<file path="src/rtl/dec_pkg.sv">
// MIPS32 decode constants, control bundle type and skid-buffer states
// shared by the decode stage and its per-lane decoder.
package dec_pkg;

  localparam int CTRL_W = 7;

  localparam logic [5:0] R_TYPE        = 6'h00;
  localparam logic [5:0] REGIMM        = 6'h01;
  localparam logic [5:0] J             = 6'h02;
  localparam logic [5:0] JAL           = 6'h03;
  localparam logic [5:0] BEQ           = 6'h04;
  localparam logic [5:0] BNE           = 6'h05;
  localparam logic [5:0] BLEZ          = 6'h06;
  localparam logic [5:0] BGTZ          = 6'h07;
  localparam logic [5:0] ADDI          = 6'h08;
  localparam logic [5:0] ADDIU         = 6'h09;
  localparam logic [5:0] SLTI          = 6'h0a;
  localparam logic [5:0] SLTIU         = 6'h0b;
  localparam logic [5:0] ANDI          = 6'h0c;
  localparam logic [5:0] ORI           = 6'h0d;
  localparam logic [5:0] XORI          = 6'h0e;
  localparam logic [5:0] LUI           = 6'h0f;
  localparam logic [5:0] COP0          = 6'h10;
  localparam logic [5:0] SPECIAL3_INST = 6'h1f;
  localparam logic [5:0] LB            = 6'h20;
  localparam logic [5:0] LH            = 6'h21;
  localparam logic [5:0] LW            = 6'h23;
  localparam logic [5:0] LBU           = 6'h24;
  localparam logic [5:0] LHU           = 6'h25;
  localparam logic [5:0] SB            = 6'h28;
  localparam logic [5:0] SH            = 6'h29;
  localparam logic [5:0] SW            = 6'h2b;

  localparam logic [5:0] F_SLL     = 6'h00;
  localparam logic [5:0] F_SRL     = 6'h02;
  localparam logic [5:0] F_SRA     = 6'h03;
  localparam logic [5:0] F_SLLV    = 6'h04;
  localparam logic [5:0] F_SRLV    = 6'h06;
  localparam logic [5:0] F_SRAV    = 6'h07;
  localparam logic [5:0] F_JR      = 6'h08;
  localparam logic [5:0] F_JALR    = 6'h09;
  localparam logic [5:0] F_SYSCALL = 6'h0c;
  localparam logic [5:0] F_BREAK   = 6'h0d;
  localparam logic [5:0] F_MFHI    = 6'h10;
  localparam logic [5:0] F_MTHI    = 6'h11;
  localparam logic [5:0] F_MFLO    = 6'h12;
  localparam logic [5:0] F_MTLO    = 6'h13;
  localparam logic [5:0] F_MULT    = 6'h18;
  localparam logic [5:0] F_MULTU   = 6'h19;
  localparam logic [5:0] F_DIV     = 6'h1a;
  localparam logic [5:0] F_DIVU    = 6'h1b;
  localparam logic [5:0] F_ADD     = 6'h20;
  localparam logic [5:0] F_ADDU    = 6'h21;
  localparam logic [5:0] F_SUB     = 6'h22;
  localparam logic [5:0] F_SUBU    = 6'h23;
  localparam logic [5:0] F_AND     = 6'h24;
  localparam logic [5:0] F_OR      = 6'h25;
  localparam logic [5:0] F_XOR     = 6'h26;
  localparam logic [5:0] F_NOR     = 6'h27;
  localparam logic [5:0] F_SLT     = 6'h2a;
  localparam logic [5:0] F_SLTU    = 6'h2b;

  localparam logic [4:0] MFC0  = 5'h00;
  localparam logic [4:0] MTC0  = 5'h04;
  localparam logic [4:0] CO_RS = 5'h10;
  localparam logic [5:0] ERET  = 6'h18;

  typedef struct packed {
    logic regwrite;
    logic regdst;
    logic alusrc;
    logic branch;
    logic memtoreg;
    logic jump;
    logic memwrite;
  } ctrl_t;

  typedef enum logic [1:0] {
    ST_EMPTY = 2'd0,
    ST_FULL1 = 2'd1,
    ST_FULL2 = 2'd2
  } skid_st_e;

endpackage

</file>
<file path="src/rtl/dec_lane.sv">
// Combinational single-instruction MIPS32 decoder:
// control bundle, reserved-instruction flag, control-transfer flag.
module dec_lane
  import dec_pkg::*;
(
  input  logic [31:0]       instr_i,
  output logic [CTRL_W-1:0] ctrl_o,
  output logic              ri_o,
  output logic              cti_o
);

  logic [5:0] op;
  logic [5:0] fn;
  logic [4:0] rs;
  logic       is_r, is_st, is_ld, is_br;
  logic       is_j, is_imm, is_mfc0, is_mtc0;
  logic       is_eret, fn_ok, is_jr;
  ctrl_t      ctrl;
  logic       ri;

  assign op = instr_i[31:26];
  assign rs = instr_i[25:21];
  assign fn = instr_i[5:0];

  assign is_r   = op == R_TYPE;
  assign is_st  = op inside {SB, SH, SW};
  assign is_ld  = op inside {LB, LBU, LH, LHU, LW};
  assign is_br  = op inside {BEQ, BNE, BGTZ, BLEZ, REGIMM};
  assign is_j   = op inside {J, JAL};
  assign is_imm = op inside {ANDI, XORI, LUI, ORI,
                             ADDI, ADDIU, SLTI, SLTIU};

  assign is_mfc0 = op == COP0 && rs == MFC0;
  assign is_mtc0 = op == COP0 && rs == MTC0;
  assign is_eret = op == COP0 && rs == CO_RS && fn == ERET;

  assign fn_ok = fn inside {
    F_ADD, F_ADDU, F_SUB, F_SUBU, F_SLT, F_SLTU,
    F_AND, F_NOR, F_OR, F_XOR,
    F_SLL, F_SRL, F_SRA, F_SLLV, F_SRLV, F_SRAV,
    F_MFHI, F_MFLO, F_MTHI, F_MTLO, F_JR, F_JALR,
    F_MULT, F_MULTU, F_DIV, F_DIVU,
    F_SYSCALL, F_BREAK};

  assign is_jr = is_r && fn inside {F_JR, F_JALR};

  always_comb begin
    ctrl = '0;
    ri   = 1'b0;
    unique case (1'b1)
      is_r: begin
        ri = !fn_ok;
        if (instr_i != '0) ctrl = ctrl_t'(7'b1100000);
      end
      is_st:   ctrl = ctrl_t'(7'b0010001);
      is_ld:   ctrl = ctrl_t'(7'b1010100);
      is_br:   ctrl = ctrl_t'(7'b0001000);
      is_j:    ctrl = ctrl_t'(7'b0000010);
      is_imm:  ctrl = ctrl_t'(7'b1010000);
      is_mfc0: ctrl = ctrl_t'(7'b1000000);
      is_mtc0, is_eret: ctrl = '0;
      default: ri = 1'b1;
    endcase
    if (ri) ctrl = '0;
  end

  assign ctrl_o = ctrl;
  assign ri_o   = ri;
  assign cti_o  = !ri && (ctrl.branch || ctrl.jump || is_jr);

endmodule

</file>
<file path="src/rtl/decode_stage.sv">
// Registered N-lane MIPS32 decode stage with 2-entry skid buffer.
// DECODE_PERF_CNT_EN adds transferred-lane and RI-lane counters.
module decode_stage
  import dec_pkg::*;
#(
  parameter int ISSUE_W = 2,
  parameter int PC_W    = 32
)(
  input  logic                       clk,
  input  logic                       resetn,
  input  logic                       flush,
  input  logic                       in_valid,
  output logic                       in_ready,
  input  logic [ISSUE_W-1:0]         in_lane_vld,
  input  logic [32*ISSUE_W-1:0]      in_instr,
  input  logic [PC_W*ISSUE_W-1:0]    in_pc,
  output logic                       out_valid,
  input  logic                       out_ready,
  output logic [ISSUE_W-1:0]         out_lane_vld,
  output logic [32*ISSUE_W-1:0]      out_instr,
  output logic [PC_W*ISSUE_W-1:0]    out_pc,
  output logic [CTRL_W*ISSUE_W-1:0]  out_ctrl,
  output logic [ISSUE_W-1:0]         out_ri,
  output logic [ISSUE_W-1:0]         out_ds
`ifdef DECODE_PERF_CNT_EN
  ,
  output logic [31:0]                perf_inst_cnt,
  output logic [31:0]                perf_ri_cnt
`endif
);

  localparam int BW = ISSUE_W * (PC_W + 32 + CTRL_W + 3);

  skid_st_e state_q, state_d;
  logic [BW-1:0] out_q, skid_q, in_bus;
  logic          ds_pend_q, ds_pend_d;
  logic          accept;
  logic          ld_out_in, ld_out_skid, ld_skid;

  logic [ISSUE_W-1:0]        cti_w, ri_w, ds_w;
  logic [CTRL_W*ISSUE_W-1:0] ctrl_w;

  for (genvar i = 0; i < ISSUE_W; i++) begin : g_lane
    logic [CTRL_W-1:0] c;
    logic              r, t;
    dec_lane u_dec (
      .instr_i (in_instr[32*i+:32]),
      .ctrl_o  (c),
      .ri_o    (r),
      .cti_o   (t)
    );
    assign ctrl_w[CTRL_W*i+:CTRL_W] = in_lane_vld[i] ? c : '0;
    assign ri_w[i]  = in_lane_vld[i] & r;
    assign cti_w[i] = in_lane_vld[i] & t;
  end

  // Lane 0 inherits the slot from the previous bundle's youngest lane.
  always_comb begin
    ds_w    = '0;
    ds_w[0] = in_lane_vld[0] & ds_pend_q;
    for (int i = 1; i < ISSUE_W; i++)
      ds_w[i] = in_lane_vld[i] & cti_w[i-1];
  end

  always_comb begin
    ds_pend_d = ds_pend_q;
    for (int i = 0; i < ISSUE_W; i++)
      if (in_lane_vld[i]) ds_pend_d = cti_w[i];
  end

  assign in_bus = {in_lane_vld, in_instr, in_pc, ctrl_w, ri_w, ds_w};

  assign in_ready  = (state_q != ST_FULL2) && !flush;
  assign out_valid = state_q != ST_EMPTY;
  assign accept    = in_valid && in_ready;

  always_ff @(posedge clk or negedge resetn) begin
    if (!resetn) state_q <= ST_EMPTY;
    else         state_q <= state_d;
  end

  always_comb begin
    state_d = state_q;
    if (flush) begin
      state_d = ST_EMPTY;
    end else begin
      unique case (state_q)
        ST_EMPTY: if (accept) state_d = ST_FULL1;
        ST_FULL1: begin
          if (accept && !out_ready)      state_d = ST_FULL2;
          else if (!accept && out_ready) state_d = ST_EMPTY;
        end
        ST_FULL2: if (out_ready) state_d = ST_FULL1;
        default:  state_d = ST_EMPTY;
      endcase
    end
  end

  always_comb begin
    ld_out_in   = 1'b0;
    ld_out_skid = 1'b0;
    ld_skid     = 1'b0;
    if (!flush) begin
      unique case (state_q)
        ST_EMPTY: ld_out_in = accept;
        ST_FULL1: begin
          ld_out_in = accept && out_ready;
          ld_skid   = accept && !out_ready;
        end
        ST_FULL2: ld_out_skid = out_ready;
        default: ;
      endcase
    end
  end

  always_ff @(posedge clk or negedge resetn) begin
    if (!resetn) begin
      out_q     <= '0;
      skid_q    <= '0;
      ds_pend_q <= 1'b0;
    end else begin
      if (ld_out_in)        out_q <= in_bus;
      else if (ld_out_skid) out_q <= skid_q;
      if (ld_skid) skid_q <= in_bus;
      if (flush)       ds_pend_q <= 1'b0;
      else if (accept) ds_pend_q <= ds_pend_d;
    end
  end

  assign {out_lane_vld, out_instr, out_pc,
          out_ctrl, out_ri, out_ds} = out_q;

`ifdef DECODE_PERF_CNT_EN
  logic [31:0] inst_cnt_q, ri_cnt_q;
  logic [31:0] n_inst, n_ri;

  always_comb begin
    n_inst = '0;
    n_ri   = '0;
    for (int i = 0; i < ISSUE_W; i++) begin
      n_inst = n_inst + 32'(out_lane_vld[i]);
      n_ri   = n_ri + 32'(out_ri[i]);
    end
  end

  always_ff @(posedge clk or negedge resetn) begin
    if (!resetn) begin
      inst_cnt_q <= '0;
      ri_cnt_q   <= '0;
    end else if (out_valid && out_ready && !flush) begin
      inst_cnt_q <= inst_cnt_q + n_inst;
      ri_cnt_q   <= ri_cnt_q + n_ri;
    end
  end

  assign perf_inst_cnt = inst_cnt_q;
  assign perf_ri_cnt   = ri_cnt_q;
`endif

endmodule
</file>
<file path="config.mk">
export PLATFORM = sky130hd
export DESIGN_NAME = decode_stage
export DESIGN_NICKNAME = d
export VERILOG_FILES = /design/src/rtl/dec_pkg.sv /design/src/rtl/dec_lane.sv /design/src/rtl/decode_stage.sv
export SDC_FILE = /design/constraint.sdc
export NUM_CORES = 1
export LEC_CHECK = 0
export BUFFER_PORTS_ARGS = -buffer_cell sky130_fd_sc_hd__buf_2
export CAP_MARGIN = 10
export CELL_PAD_IN_SITES_DETAIL_PLACEMENT = 2
export CELL_PAD_IN_SITES_GLOBAL_PLACEMENT = 2
export CORE_ASPECT_RATIO = 0.5
export CORE_MARGIN = 2
export CORE_UTILIZATION = 35
export DETAILED_ROUTE_END_ITERATION = 12
export PLACE_DENSITY_LB_ADDON = 0.08
export SLEW_MARGIN = 20
export SYNTH_ARGS = -nofsm -noshare
export SYNTH_HDL_FRONTEND = slang
export SYNTH_HIERARCHICAL = 1
export SYNTH_SLANG_ARGS = --single-unit
</file>
<file path="constraint.sdc">
create_clock -name clk -period 2.3 [get_ports clk]
set_clock_uncertainty 0.1 [all_clocks]
set_input_delay 0.115 -clock clk [delete_from_list [all_inputs] [get_ports clk]]
set_output_delay 0.115 -clock clk [all_outputs]
set_load 0.02 [all_outputs]
</file>
* Yosys cells after proc, flatten, opt, wreduce, memory -nomap -nowiden
Index checks and enable logic that the tools add are counted.
Widths: inputs -> output; s select.
** Cells by class
- Equality and inequality tests :: 112
- Muxes and demuxes :: 28
- Bitwise logic cells :: 6
- Reductions and logical operators :: 59
** Operator list (count)
- $mux 148 :: 2
- $eq 6x6->1 const B :: 36
- $eq 6x4->1 const B :: 24
- $eq 6x5->1 const B :: 18
- $pmux 7 s7 :: 2
- $eq 6x3->1 const B :: 14
- $reduce_bool 32->1 :: 2
- $reduce_bool 28->1 :: 2
- $eq 6x2->1 const B :: 8
- $mux 7 :: 6
- $logic_not 6->1 :: 4
- $reduce_bool 5->1 :: 4
- $logic_and 1x1->1 :: 17
- $reduce_bool 8->1 :: 2
- $reduce_or 8->1 :: 2
- $reduce_bool 2->1 :: 7
- $eq 6x1->1 const B :: 2
- $eq 5x3->1 const B :: 2
- $eq 5x5->1 const B :: 2
- $logic_not 5->1 :: 2
- $mux 2 :: 5
- $mux 1 :: 9
- $reduce_bool 3->1 :: 3
- $logic_not 1->1 :: 7
- 12 further kinds :: 23
** Word-level totals
- Bits in registers :: 299

* Longest topological paths before layout
- Depth in word-level cells :: 14
- Mapped depth :: 10

* By module
Netlist, hierarchy kept.
** By module, submodules not included
- decode_stage :: times used 1, cells each 858, area an instance 13484.2 um^2, seq. area each 7482.2 um^2
- dec_lane :: times used 2, cells each 52, area an instance 339.1 um^2, seq. area each 0.0 um^2

* Worst setup path before layout
OpenSTA, ideal clock, no wires.
- Path type :: reg-to-reg
- Start :: register state_q[0]
- End :: register out_q[100]
- Data arrival time :: 2011 ps
- Required time :: 2075 ps
- Slack :: 64 ps
- Stages on the path, launching flop included :: 11
- Path buffers :: 4
- Cells stage by stage :: dfrtp_1 buf_4 nor2b_1 nor2_1 ha_1 mux2i_1 or3_1 buf_2 buf_6 buf_8 mux2_4
** Between the ends
- Cells in the longest elaborated chain, start to end :: 7
- Elaborated cells between the ends (all ways) :: 13
** Ends and longest elaborated chain
- from (decl) :: RTL line decode_stage.sv:34 : skid_st_e state_q, state_d;
- from (signal assigned) :: RTL line decode_stage.sv:79 : else state_q <= state_d;
- $ne 2x2->1 :: RTL line decode_stage.sv:73 : assign in_ready = (state_q != ST_FULL2) && !flush;
- $logic_and 1x1->1 :: RTL line decode_stage.sv:73
- $logic_and 1x1->1 :: RTL line decode_stage.sv:75 : assign accept = in_valid && in_ready;
- $logic_and 1x1->1 :: RTL line decode_stage.sv:107 : ld_out_in = accept && out_ready;
- $pmux 1 s2 :: RTL line decode_stage.sv:104 : unique case (state_q)
- $mux 1 :: RTL line decode_stage.sv:103 : if (!flush) begin
- $mux 148 or $reduce_bool 2->1 (tied branches)
- to (signal assigned) :: RTL line decode_stage.sv:122 : if (ld_out_in) out_q <= in_bus;
- to (signal assigned) :: RTL line decode_stage.sv:123 : else if (ld_out_skid) out_q <= skid_q;
- to (decl) :: RTL line decode_stage.sv:35 : logic [BW-1:0] out_q, skid_q, in_bus;
Parallel ways exist; a longest one is shown, timed or not.
A chain may end at the register's enable or synchronous reset.

* Final worst setup path
- Start :: register state_q[1]
- End :: register out_q[141]
The elaborated chain is that of the path after synthesis.

==> key figures <==
Drt
  – Number of remaining DRC errors: 0
  – Drt first pass iters: 4
  – Routed len/inst: approximately 21 um
  – Post-DRT Antenna Nets: 0
  – Vias: 9588
  – Total wire length: 41.51 mm
  – Iter 0 DRT Violations: 336
  – Vias per Instance: 4.879

Setup path
  – CP Data Arrival Time: 2.68 ns
  – CP Launch Point: state_q[1]
  – Startpoint Class: flip-flop
  – Reg-to-reg setup timing slack: -0.02 ns
  – Maximum fanout along the worst path: 14
  – Slowest stage delay, CP: 0.53 ns
  – Critical R2R Launch: state_q[1]
  – CP max-delay cell: or3_4
  – Setup Crit Path Kind: reg2reg
  – Critical path capture point type: flip-flop
  – Worst path cell trace: nor2b_4 -> nor2_2 -> ha_2 -> mux2i_4 -> or3_4 -> clkbuf_16 -> mux2_4
  – R2R depth: 7
  – Critical Path End: out_q[141]
  – Reg-to-reg critical path endpoint: out_q[141]
  – Worst path required time: around 2.7 ns

Yosys
  – Seq/Total Area, Yosys: 52.83%
  – Syn_area_per_cell: 14.72 um2
  – Synth unique cells: 50
  – Yosys reg bits: 299
  – Post-synth EDFFs: 0
  – Synth Instances: between 900 and 1000
  – Cell area after synthesis: 14160 um2
  – Fraction of registers with async set/reset: 100.0%
  – Yosys warning count: 6
  – Syn nets: 1099
  – Dominant synthesized flop cell: dfrtp_1

Cells and area
  – Nets: 1540
  – Antenna Cells: 0
  – Commonest non-fill, non-tap cell in the layout: dfrtp_1
  – Area grow syn2layout: 33.27%
  – Commonest cells after routing, fill and taps aside: dfrtp_1, mux2_2, buf_2
  – Finished Cell Area: 18870 um2
  – Fraction of layout cells with a size suffix above 1: 54.46%
  – Fillers: between 3000 and 4000

GRT
  – Vias in the first global route: approximately 11000
  – Initial antenna violation count: 0
  – First-pass GRT wire length: 63.97 mm
  – Largest net degree at the start of global routing: a little under 80
  – Grt total ovfl: 0
  – Gr usage total: 19.27%

Power
  – Max VDD drop: 0.0004643 V
  – Leakage power: 8.939 nW
  – PwrDens: about 830 nW/um2
  – Tot Pwr: between 15 and 20 mW

Placement
  – Post-DP Area: 16260 um2
  – GP Congestion: around 0.74
  – Port bufs: 284
  – Final HPWL DP: about 26 mm

Clock tree
  – Worst skew pair latency: 0.58 ns
  – CTS Sinks: 299
  – Total CTS buffers: 30
  – CTS Buffer Depth: 3
  – Worst-path clk slew: 0.07 ns
  – H-tree Lvls: 1
  – TritonCTS clock tree: done
  – Root Buffer Master: clkbuf_16

Floorplanning
  – Die X: between 200 and 300 um
  – Initial core utilization: about a third
  – I/O pin cnt: 285
  – Chip Height: between 100 and 150 um
  – Cell Rows: 52
  – Die area: between 40000 and 50000 um2
  – Core ar.: 40140 um2

Timing
  – Max Fclk: 0.4316 GHz
  – Relative slew slack: 65.16%
  – Setup violators final: 16
  – Unrepaired setup endpoints after global routing: true
  – Final critical-path setup slack: -0.01693 ns
  – Min Tclk post-route: around 2.3 ns
  – Max Slew Vio Count: 0
  – Worst-Margin Slew: just over 0.5 ns
  – Setup TNS: -0.1216 ns
  – Final Hold Fails: 0
  – Fin crit share: 100.7%

Worst hold path
  – Hold Path Class: in2reg

Outcome
  – Status: finished with violations
  – Failing checks: setup timing

Job
  – Max-Cap Viols: 0
[final cells by class]
| type | count | area (um2) | area share [%] |
|---|---|---|---|
| Sequential cell | 299 | 7482 | 39.64 |
| Multi-Input combinational cell | 605 | 6271 | 33.22 |
| Timing Repair Buffer | 462 | 3465 | 18.36 |
| Clock buffer | 45 | 888.4 | 4.707 |
| Tap cell | 540 | 675.6 | 3.580 |
| Clock inverter | 9 | 73.82 | 0.3911 |
| Inverter | 5 | 18.77 | 0.09944 |
[repair_timing]
| item | in CTS | in global routing |
|---|---|---|
| setup endpoints to repair | 0 | 60 |
| hold buffers | 137 | 0 |
| buffers inserted | 0 | 1 |
| resized for setup | 0 | 13 |
| hold endpoints to repair | 568 | 0 |
[cells in the mapped netlist (9+ instances only)]
master,number,area (um2)
o21ai_0,18,90.09
nand2b_1,9,56.30
mux2i_1,38,380.4
nor2_1,16,60.06
nand2_1,38,142.6
dfrtp_1,299,7482
mux2_2,287,3232
a21oi_1,9,45.04
buf_8,11,165.2
buf_2,19,95.09
buf_6,15,168.9
mux2_4,101,1516
[per-stage QoR]
step	instances	utilization (%)	hold WS, ns	setup WS, ns
CTS	1953	46.37	0.1779	0.02064
global placement	1762	40.52	-0.006575	0.1338
global route	1965	47.02	0.2189	-0.07038
floorplan	962	-	-0.2806	0.06404
finish	1965	47.02	0.2139	-0.01693
detailed placement	1762	40.52	0.0009811	0.04783
[logic make-up after synthesis]
| group | after synthesis | share of synthesized area (%) |
|---|---|---|
| adders and majority gates | 2 | 0.1767 |
| DFF | 299 | 52.83 |
| muxes | 428 | 36.37 |
| buffers and inverters | 60 | 3.481 |
| and+or+nand+nor | 122 | 4.797 |
| AOI/OAI and AO/OA | 51 | 2.341 |
[flip-flops by register name, indices dropped and copies added (netlist names)]
register and cells:
state_q 2, ds_pend_q 1, out_q 148, skid_q 148
[worst min-delay path by stage]
stage / from / depth (start not counted) / endpoint
2_1_floorplan: resetn / 0 / ds_pend_q
3_3_place_gp: resetn / 1 / out_q[72]
3_5_place_dp: resetn / 1 / skid_q[72]
4_1_cts: in_pc[11] / 3 / out_q[29]
5_1_grt: in_pc[9] / 3 / out_q[27]
6_report: in_pc[14] / 3 / skid_q[32]
[critical path, delay by kind of cell, from the launching register on]
kind	cells	cell delay (ns)
buf+inv	1	0.25
flops	1	0.40
fa+ha+maj	1	0.21
simple gates	3	0.82
mux	2	0.39
[metal layers]
metal / up-vias / routed length, um / track usage, %
li1: 4376 / - / -
met2: 136 / 21840 / 35.73
met4: 0 / 969 / 4.611
met1: 5017 / 17370 / 23.13
met3: 59 / 1330 / 3.328
met5: - / 0 / 0
[power by group]
group	internal (mW)	total [mW]	leakage (nW)	switching [mW]
clock	2.77	4.92	0.481	2.15
sequential	6.28	6.81	3.73	0.525
combinational	2.06	3.88	4.73	1.82
total	11.1	15.6	8.94	4.50
Power figures use the tool's default switching activity.
